### src/rtl/branch_hazard_ctrl.sv
// Purpose: branch/jump/jr resolution in ID with operand-hazard stalls; optional stats via BRANCH_STATS_EN.
// Latency: control outputs are combinational from state and inputs; a hazard of depth N adds exactly N stall cycles.
// Backpressure: stalls the front end (PCWrite/IFIDWrite low, IDEXBubble high) until the branch operands are forwardable.
module branch_hazard_ctrl (
    input  logic        Clk,
    input  logic        Rst,
    input  logic        BrValid,
    input  logic [1:0]  BranchAndJump,
    input  logic        UsesRs,
    input  logic        UsesRt,
    input  logic [4:0]  RsId,
    input  logic [4:0]  RtId,
    input  logic        ExRegWrite,
    input  logic        ExMemRead,
    input  logic [4:0]  ExDst,
    input  logic        MemMemRead,
    input  logic [4:0]  MemDst,
    output logic [1:0]  PCSrc,
    output logic        PCWrite,
    output logic        IFIDWrite,
    output logic        IFIDFlush,
    output logic        IDEXBubble,
    output logic        Busy,
    output logic [15:0] BrCount,
    output logic [15:0] TakenCount,
    output logic [15:0] StallCount
);

    typedef enum logic [1:0] {
        IDLE    = 2'd0,
        STALL   = 2'd1,
        RESOLVE = 2'd2
    } state_t;

    state_t     state, state_nxt;
    logic [1:0] cnt, cnt_nxt;

    logic       ex_match;
    logic       mem_match;
    logic [1:0] hazard_n;
    logic [1:0] br_target;

    // Operand match against EX/MEM producers and the resulting stall depth; r0 never matches.
    always_comb begin
        ex_match  = (UsesRs && (RsId == ExDst)  && (RsId != 5'd0)) ||
                    (UsesRt && (RtId == ExDst)  && (RtId != 5'd0));
        mem_match = (UsesRs && (RsId == MemDst) && (RsId != 5'd0)) ||
                    (UsesRt && (RtId == MemDst) && (RtId != 5'd0));
        if (ExMemRead && ex_match)
            hazard_n = 2'd2;
        else if (ExRegWrite && ex_match)
            hazard_n = 2'd1;
        else if (MemMemRead && mem_match)
            hazard_n = 2'd1;
        else
            hazard_n = 2'd0;
        // Encoding 11 is treated as no redirect.
        br_target = (BranchAndJump == 2'b11) ? 2'b00 : BranchAndJump;
    end

    // State and stall counter register; reset abandons any pending branch.
    always_ff @(posedge Clk or negedge Rst) begin
        if (!Rst) begin
            state <= IDLE;
            cnt   <= 2'd0;
        end else begin
            state <= state_nxt;
            cnt   <= cnt_nxt;
        end
    end

    // Next-state and Mealy outputs; a resolve drives the decision, a stall freezes IF/ID and bubbles ID/EX.
    always_comb begin
        state_nxt  = state;
        cnt_nxt    = cnt;
        PCSrc      = 2'b00;
        PCWrite    = 1'b1;
        IFIDWrite  = 1'b1;
        IFIDFlush  = 1'b0;
        IDEXBubble = 1'b0;
        Busy       = (state != IDLE);
        if (!Rst) begin
            state_nxt = IDLE;
            cnt_nxt   = 2'd0;
            Busy      = 1'b0;
        end else begin
            unique case (state)
                IDLE: begin
                    if (BrValid) begin
                        if (hazard_n == 2'd0) begin
                            PCSrc     = br_target;
                            IFIDFlush = (br_target != 2'b00);
                        end else begin
                            PCWrite    = 1'b0;
                            IFIDWrite  = 1'b0;
                            IDEXBubble = 1'b1;
                            cnt_nxt    = hazard_n - 2'd1;
                            state_nxt  = (hazard_n == 2'd2) ? STALL : RESOLVE;
                        end
                    end
                end
                STALL: begin
                    if (!BrValid) begin
                        state_nxt = IDLE;
                        cnt_nxt   = 2'd0;
                    end else begin
                        PCWrite    = 1'b0;
                        IFIDWrite  = 1'b0;
                        IDEXBubble = 1'b1;
                        cnt_nxt    = cnt - 2'd1;
                        if (cnt == 2'd1)
                            state_nxt = RESOLVE;
                    end
                end
                RESOLVE: begin
                    // Producers have drained by now, so hazard inputs are not consulted.
                    if (BrValid) begin
                        PCSrc     = br_target;
                        IFIDFlush = (br_target != 2'b00);
                    end
                    state_nxt = IDLE;
                    cnt_nxt   = 2'd0;
                end
                default: begin
                    state_nxt = IDLE;
                    cnt_nxt   = 2'd0;
                end
            endcase
        end
    end

`ifdef BRANCH_STATS_EN
    logic resolve_evt;
    logic taken_evt;
    logic stall_evt;

    // A resolve is a valid branch cycle that is not stalled; a taken resolve is exactly one that flushes.
    always_comb begin
        resolve_evt = Rst && BrValid && !IDEXBubble;
        taken_evt   = IFIDFlush;
        stall_evt   = IDEXBubble;
    end

    // Saturating event counters.
    always_ff @(posedge Clk or negedge Rst) begin
        if (!Rst) begin
            BrCount    <= 16'd0;
            TakenCount <= 16'd0;
            StallCount <= 16'd0;
        end else begin
            if (resolve_evt && (BrCount != 16'hFFFF))
                BrCount <= BrCount + 16'd1;
            if (taken_evt && (TakenCount != 16'hFFFF))
                TakenCount <= TakenCount + 16'd1;
            if (stall_evt && (StallCount != 16'hFFFF))
                StallCount <= StallCount + 16'd1;
        end
    end
`else
    assign BrCount    = 16'd0;
    assign TakenCount = 16'd0;
    assign StallCount = 16'd0;
`endif

endmodule

### config.mk
export PLATFORM = sky130hd
export DESIGN_NAME = branch_hazard_ctrl
export DESIGN_NICKNAME = d
export VERILOG_FILES = /design/src/rtl/branch_hazard_ctrl.sv
export SDC_FILE = /design/constraint.sdc
export NUM_CORES = 1
export LEC_CHECK = 0
export BUFFER_PORTS_ARGS = -buffer_cell sky130_fd_sc_hd__buf_2
export CAP_MARGIN = 40
export CORE_MARGIN = 8
export CORE_UTILIZATION = 40
export CTS_BUF_LIST = sky130_fd_sc_hd__clkbuf_4
export DETAILED_ROUTE_END_ITERATION = 10
export PLACE_DENSITY = 0.93
export SYNTH_ARGS = -nofsm -noshare
export SYNTH_HDL_FRONTEND = slang
export SYNTH_SLANG_ARGS = --single-unit
### constraint.sdc
create_clock -name Clk -period 2 [get_ports Clk]
set_clock_uncertainty 0.15 [all_clocks]
set_input_delay 0.2 -clock Clk [delete_from_list [all_inputs] [get_ports Clk]]
set_output_delay 0.2 -clock Clk [all_outputs]
set_load 0.1 [all_outputs]
# [Yosys cells after proc, flatten, opt, wreduce, memory -nomap -nowiden]
# Cells that the tools add are included.
[word_totals] in_bits=30 mem_bits_rw=0 reg_bits=4 mem_bits_ro=0 wordCells=74 latch_bits=0 memories=0 output_inout_bits=55
[op_classes] n_bitwise=0 n_addsub=2 n_mux=37 div=0 magnitude_cmp=0 reduce_logical=21 n_mul=0 shift=0 n_eq_ne=12
[ops] operator="$mux 2" n=16
[ops] operator="$eq 5x5->1" n=4
[ops] operator="$mux 1" n=15
[ops] operator="$pmux 2 s2" n=3
[ops] operator="$logic_and 1x1->1" n=11
[ops] operator="$reduce_bool 5->1" n=2
[ops] operator="$eq 2x2->1 const B" n=3
[ops] operator="$ne 3x3->1 const B" n=2
[ops] operator="$pmux 1 s2" n=3
[ops] operator="$eq 2x1->1 const B" n=2
[ops] operator="$logic_not 2->1" n=2
[ops] operator="$ne 4x4->1 const B" n=1
[ops] operator="$reduce_bool 2->1" n=2
[ops] operator="$sub 2x1->2 const B" n=2
[ops] operator="$reduce_and 3->1" n=1
[ops] operator="$logic_or 1x1->1" n=2
[ops] operator="$reduce_and 2->1" n=1

# [Longest topological paths before layout]
[depth] word_depth=14 depth_mapped=7 depth_no_buf=6

# [Worst setup path before layout]
# OpenSTA, ideal clock, no wires.
[synth_path] path_type="in2out" from="input port RsId[1]" to="output port PCWrite" n_path_buf=1 t_required_ns=1.650 stages=7 setup_slack_ns=-2.286 arrival_ns=3.936 path_cell_list="or4_1 > o21ai_2 > nor4_2 > o22ai_2 > nand2_2 > o21ai_0 > buf_4"
[synth_via] elab_chain_len=13 elab_cells_between_ends=20 cone_classes="2 x eq/ne; 7 x mux; 11 x reduce/logical"
[synth_rtl] item="start: declaration" line="11" source="input logic [4:0] RsId,"
[synth_rtl] item="$eq 5x5->1" line="47" source="mem_match = (UsesRs && (RsId == MemDst) && (RsId != 5'd0)) ||"
[synth_rtl] item="$logic_and 1x1->1 (2 in series)" line="47"
[synth_rtl] item="$logic_or 1x1->1" line="47"
[synth_rtl] item="$logic_and 1x1->1" line="53" source="else if (MemMemRead && mem_match)"
[synth_rtl] item="$mux 1" line="53"
[synth_rtl] item="$mux 1" line="51" source="else if (ExRegWrite && ex_match)"
[synth_rtl] item="$mux 2 *" line="49" source="if (ExMemRead && ex_match)"
[synth_rtl] item="$logic_not 2->1 *" line="90" source="if (hazard_n == 2'd0) begin"
[synth_rtl] item="$mux 1 * (2 in series)"
[synth_rtl] item="$pmux 1 s2 *"
[synth_rtl] item="$mux 1 *"
[synth_rtl] item="end: declaration" line="19" source="output logic PCWrite,"
# Mark *: on every way between the ends. The rest lies on a longest branch, timed or not.

# [Final worst setup path]
[layout_path] from="input port RtId[1]" to="output port IFIDFlush"
[layout_via] elab_chain_len=13 elab_cells_between_ends=20 cone_classes="2 x eq/ne; 7 x mux; 11 x reduce/logical"
[layout_rtl] item="start: declaration" line="12" source="input logic [4:0] RtId,"
[layout_rtl] item="$eq 5x5->1" line="48" source="(UsesRt && (RtId == MemDst) && (RtId != 5'd0));"
[layout_rtl] item="$logic_and 1x1->1 (2 in series)" line="48"
[layout_rtl] item="$logic_or 1x1->1" line="47"
[layout_rtl] item="$logic_and 1x1->1" line="53"
[layout_rtl] item="$mux 1" line="53"
[layout_rtl] item="$mux 1" line="51"
[layout_rtl] item="$mux 2 *" line="49"
[layout_rtl] item="$logic_not 2->1 *" line="90"
[layout_rtl] item="$mux 1 *" line="90"
[layout_rtl] item="$mux 1 *" line="89" source="if (BrValid) begin"
[layout_rtl] item="$pmux 1 s2 *" line="87" source="unique case (state)"
[layout_rtl] item="$mux 1 *" line="82" source="if (!Rst) begin"
[layout_rtl] item="end: declaration" line="21" source="output logic IFIDFlush,"
# Marks and branches as above.

==> impl_metrics.ini <==
[run_status]
outcome = finished, violations left
violations = negative setup slack

[routing]
drc = 0
wire_per_inst_um = 13.5
routed_wl_um = 2880
first_iter_violations = 17
vias = 920
ant_nets = 0
drt_pre_antenna_iters = 3
routed_via_density = 4.30

[pwr]
power.switching_mw = 0.533
intPower_mw = 0.245
p_comb_share_pct = 76.9
powerDensity_nw_per_um2 = 558
power_frac_clock_pct = 12.5
report.power.total_mw = 0.778
p_leak_nw = 0.694
pwr-share-seq_pct = 10.6
irDropWorstVdd_uv = 343
swShare_pct = 68.5

[hold_path]
holdPathStages = 2
hold_class = in2reg
worstHoldStart = BrValid
min_delay_worst_endpoint = cnt[1]$_DFFE_PN0P_

[clocking]
cts_htree_levels = 1
cts_buffer_depth = 2
cts_buffers = 3
cts_sinks = 4
cts.clk_slew.worst_paths_ps = 30
clk_latency_ps = 230
cts_tree = built
cts_root_buffer = clkbuf_4

[floorplan]
start_util_pct = 41.3
std_cell_rows = 18
io_pins = 85
die-area_um2 = 4370
core_area_um2 = 2430
die_w_um = 66.1
fp.dieH_um = 66.1

[final_layout]
seq_area_um2 = 100
fill_cells = 231
fin_area_um2 = 1390
final_core_util_pct = 57.3
final_cells = 214
syn_to_final_growth_pct = 38.9
fin_nets = 219
multi_input_area_um2 = 774
diodes = 0
drive_gt1_share_pct = 40.2

[yosys]
synth_cell_types = 30
ys_seq_area_share_pct = 9.98
synth_warnings = 0
yosysTopAreaCellShare_pct = 36.7
ys_top_cells_by_area = buf_4, xor2_1, dfrtp_1, xnor2_1, ha_1
synth.avg_cell_area_um2 = 7.78
synth_area_um2 = 1000
yosys.area.top_type = buf_4
ys_ff_latch = 4
synthesis.instances = 129

[sta]
setup_ws_ps = -218
slew_violations = 0
hold_viol = 0
grt_setup_unrepaired = yes
min_period_ps = 2220
setup_viol = 6
fin_crit_sh_pct = 111
whs_ps = 134
fin_setup_tns_ps = -945
fmax_mhz = 451

[placed_design]
gp_congestion = 0.810
place_area_um2 = 1230
place_ws_ps = -260
dpl.hpwl_um = 2420
io_buffers = 36
place_inst = 204

[global_routing]
grt_antenna_before_repair = 0
grt_use_total_pct = 12.7
grt_pass1_wl_um = 4410
grt_pass1_vias = 1015
grt_overflow_total = 0
grt_max_degree = 10

[flow_run]
maxCapViolations = 0

[worst_setup_path]
required_ps = 1650
worstPathMaxFanout = 6
crit_slowest_cell = or4_4
worst_path_largest_cell_delay_ps = 540
critPathBufInv = 2
cp-end-kind = primary output
reg2reg_to = cnt[1]$_DFFE_PN0P_
ff2ff_setup_slack_ps = 690
crit_path_start_kind = primary input
worst-setup-path-type = in2out
crit_family = simple AND/OR/NAND/NOR gates
rr_worst_depth = 5
r2r-start = cnt[0]$_DFFE_PN0P_
path_cells = buf_8 -> or4_4 -> o21ai_4 -> nor4_4 -> o22ai_2 -> nand2_4 -> a211oi_4 -> buf_12
crit_arrival_ps = 1870
==> cell type report <==
type | count | share of cell area (%)
inverters | 4 | 1.08
repair buffers | 56 | 31.9
clock buffers | 3 | 1.62
multi-input cells | 117 | 55.6
well taps | 30 | 2.69
flip-flops and latches | 4 | 7.18
==> flip-flops by register name (all words and copies together), names as in the netlist <==
| name | count |
|---|---|
| cnt | 2 |
| state | 2 |
==> Yosys cell counts <==
cell	n
o21a_1	3
o21ai_0	3
nor3_1	1
nor4_1	2
o22a_2	1
conb_1	1
and2b_1	1
nand2_1	6
a211oi_2	1
a21oi_1	2
nor2_1	1
buf_4	49
ha_1	3
or4_1	2
nor2b_1	2
xor2_1	12
nand2_2	1
dfrtp_1	4
o211ai_1	1
o22ai_2	1
inv_1	4
nor4_2	2
a21o_1	1
and2_1	2
o21ai_2	2
a31oi_1	3
clkbuf_1	2
nand3_1	7
o21ai_1	1
xnor2_1	8
==> placed cells by master, fill, tap and decap left out, types with 4 or more instances in the layout <==
cell / instances
conb_1: 48
buf_2: 27
buf_4: 19
xor2_1: 12
xnor2_1: 8
nand3_1: 7
nand2_1: 6
buf_12: 5
inv_1: 4
dfrtp_1: 4
==> worst register-to-register path, cell delays in order, from the launching register on <==
cell     delay (ps)
dfrtp_1         400
ha_1            310
nand3_1          60
o21ai_0          80
nand2_1          70
a31oi_1         150
==> logic make-up (layout without fill, tap and decap cells) <==
group                    after synthesis  count (layout)  synth area share, %
AO/OA/AOI/OAI                         19              19                 13.8
XOR/XNOR                              20              20                 17.5
adder cells (fa/ha/maj)                3               3                 3.74
buffers and inverters                 55              63                 38.9
flip-flops                             4               4                 9.98
other                                  1              48                0.374
AND/OR/NAND/NOR                       27              27                 15.7
==> power by group through the flow <==
stage | sequential, mW | combinational, mW | clock, mW
global route | 0.0827 | 0.617 | 0.108
floorplan | 0.0835 | 0.554 | 0
global placement | 0.0837 | 0.560 | 0
CTS | 0.0828 | 0.581 | 0.101
finish | 0.0828 | 0.598 | 0.0974
detailed placement | 0.0837 | 0.568 | 0
==> metal layers <==
metal	part of all wire (%)	global-route usage, %	up-vias
met5	0	0	-
met4	1.3	8.27	0
met3	11	3.90	4
met2	54	23.8	55
met1	33	11.3	414
li1	-	-	447
==> worst max-delay path by stage <==
stage          cells after the start  slack (ps)          to     from
3_3_place_gp                       8        -240  IDEXBubble  RtId[2]
5_1_grt                            8        -270   IFIDFlush  RsId[2]
6_report                           8        -220   IFIDFlush  RtId[1]
2_1_floorplan                      6        -470   IFIDFlush  RtId[0]
3_5_place_dp                       8        -260  IDEXBubble  RtId[0]
4_1_cts                            8        -220   IFIDFlush  RtId[3]
==> timing repair <==
action | in CTS | in global routing
setup buffers | 3 | 3
hold endpoints to repair | 4 | 0
gates resized for setup | 10 | 9
endpoints found under the setup margin | 6 | 6
pin swaps | 3 | 4
hold buffers | 1 | 0
(Power assumes the default switching activity.)
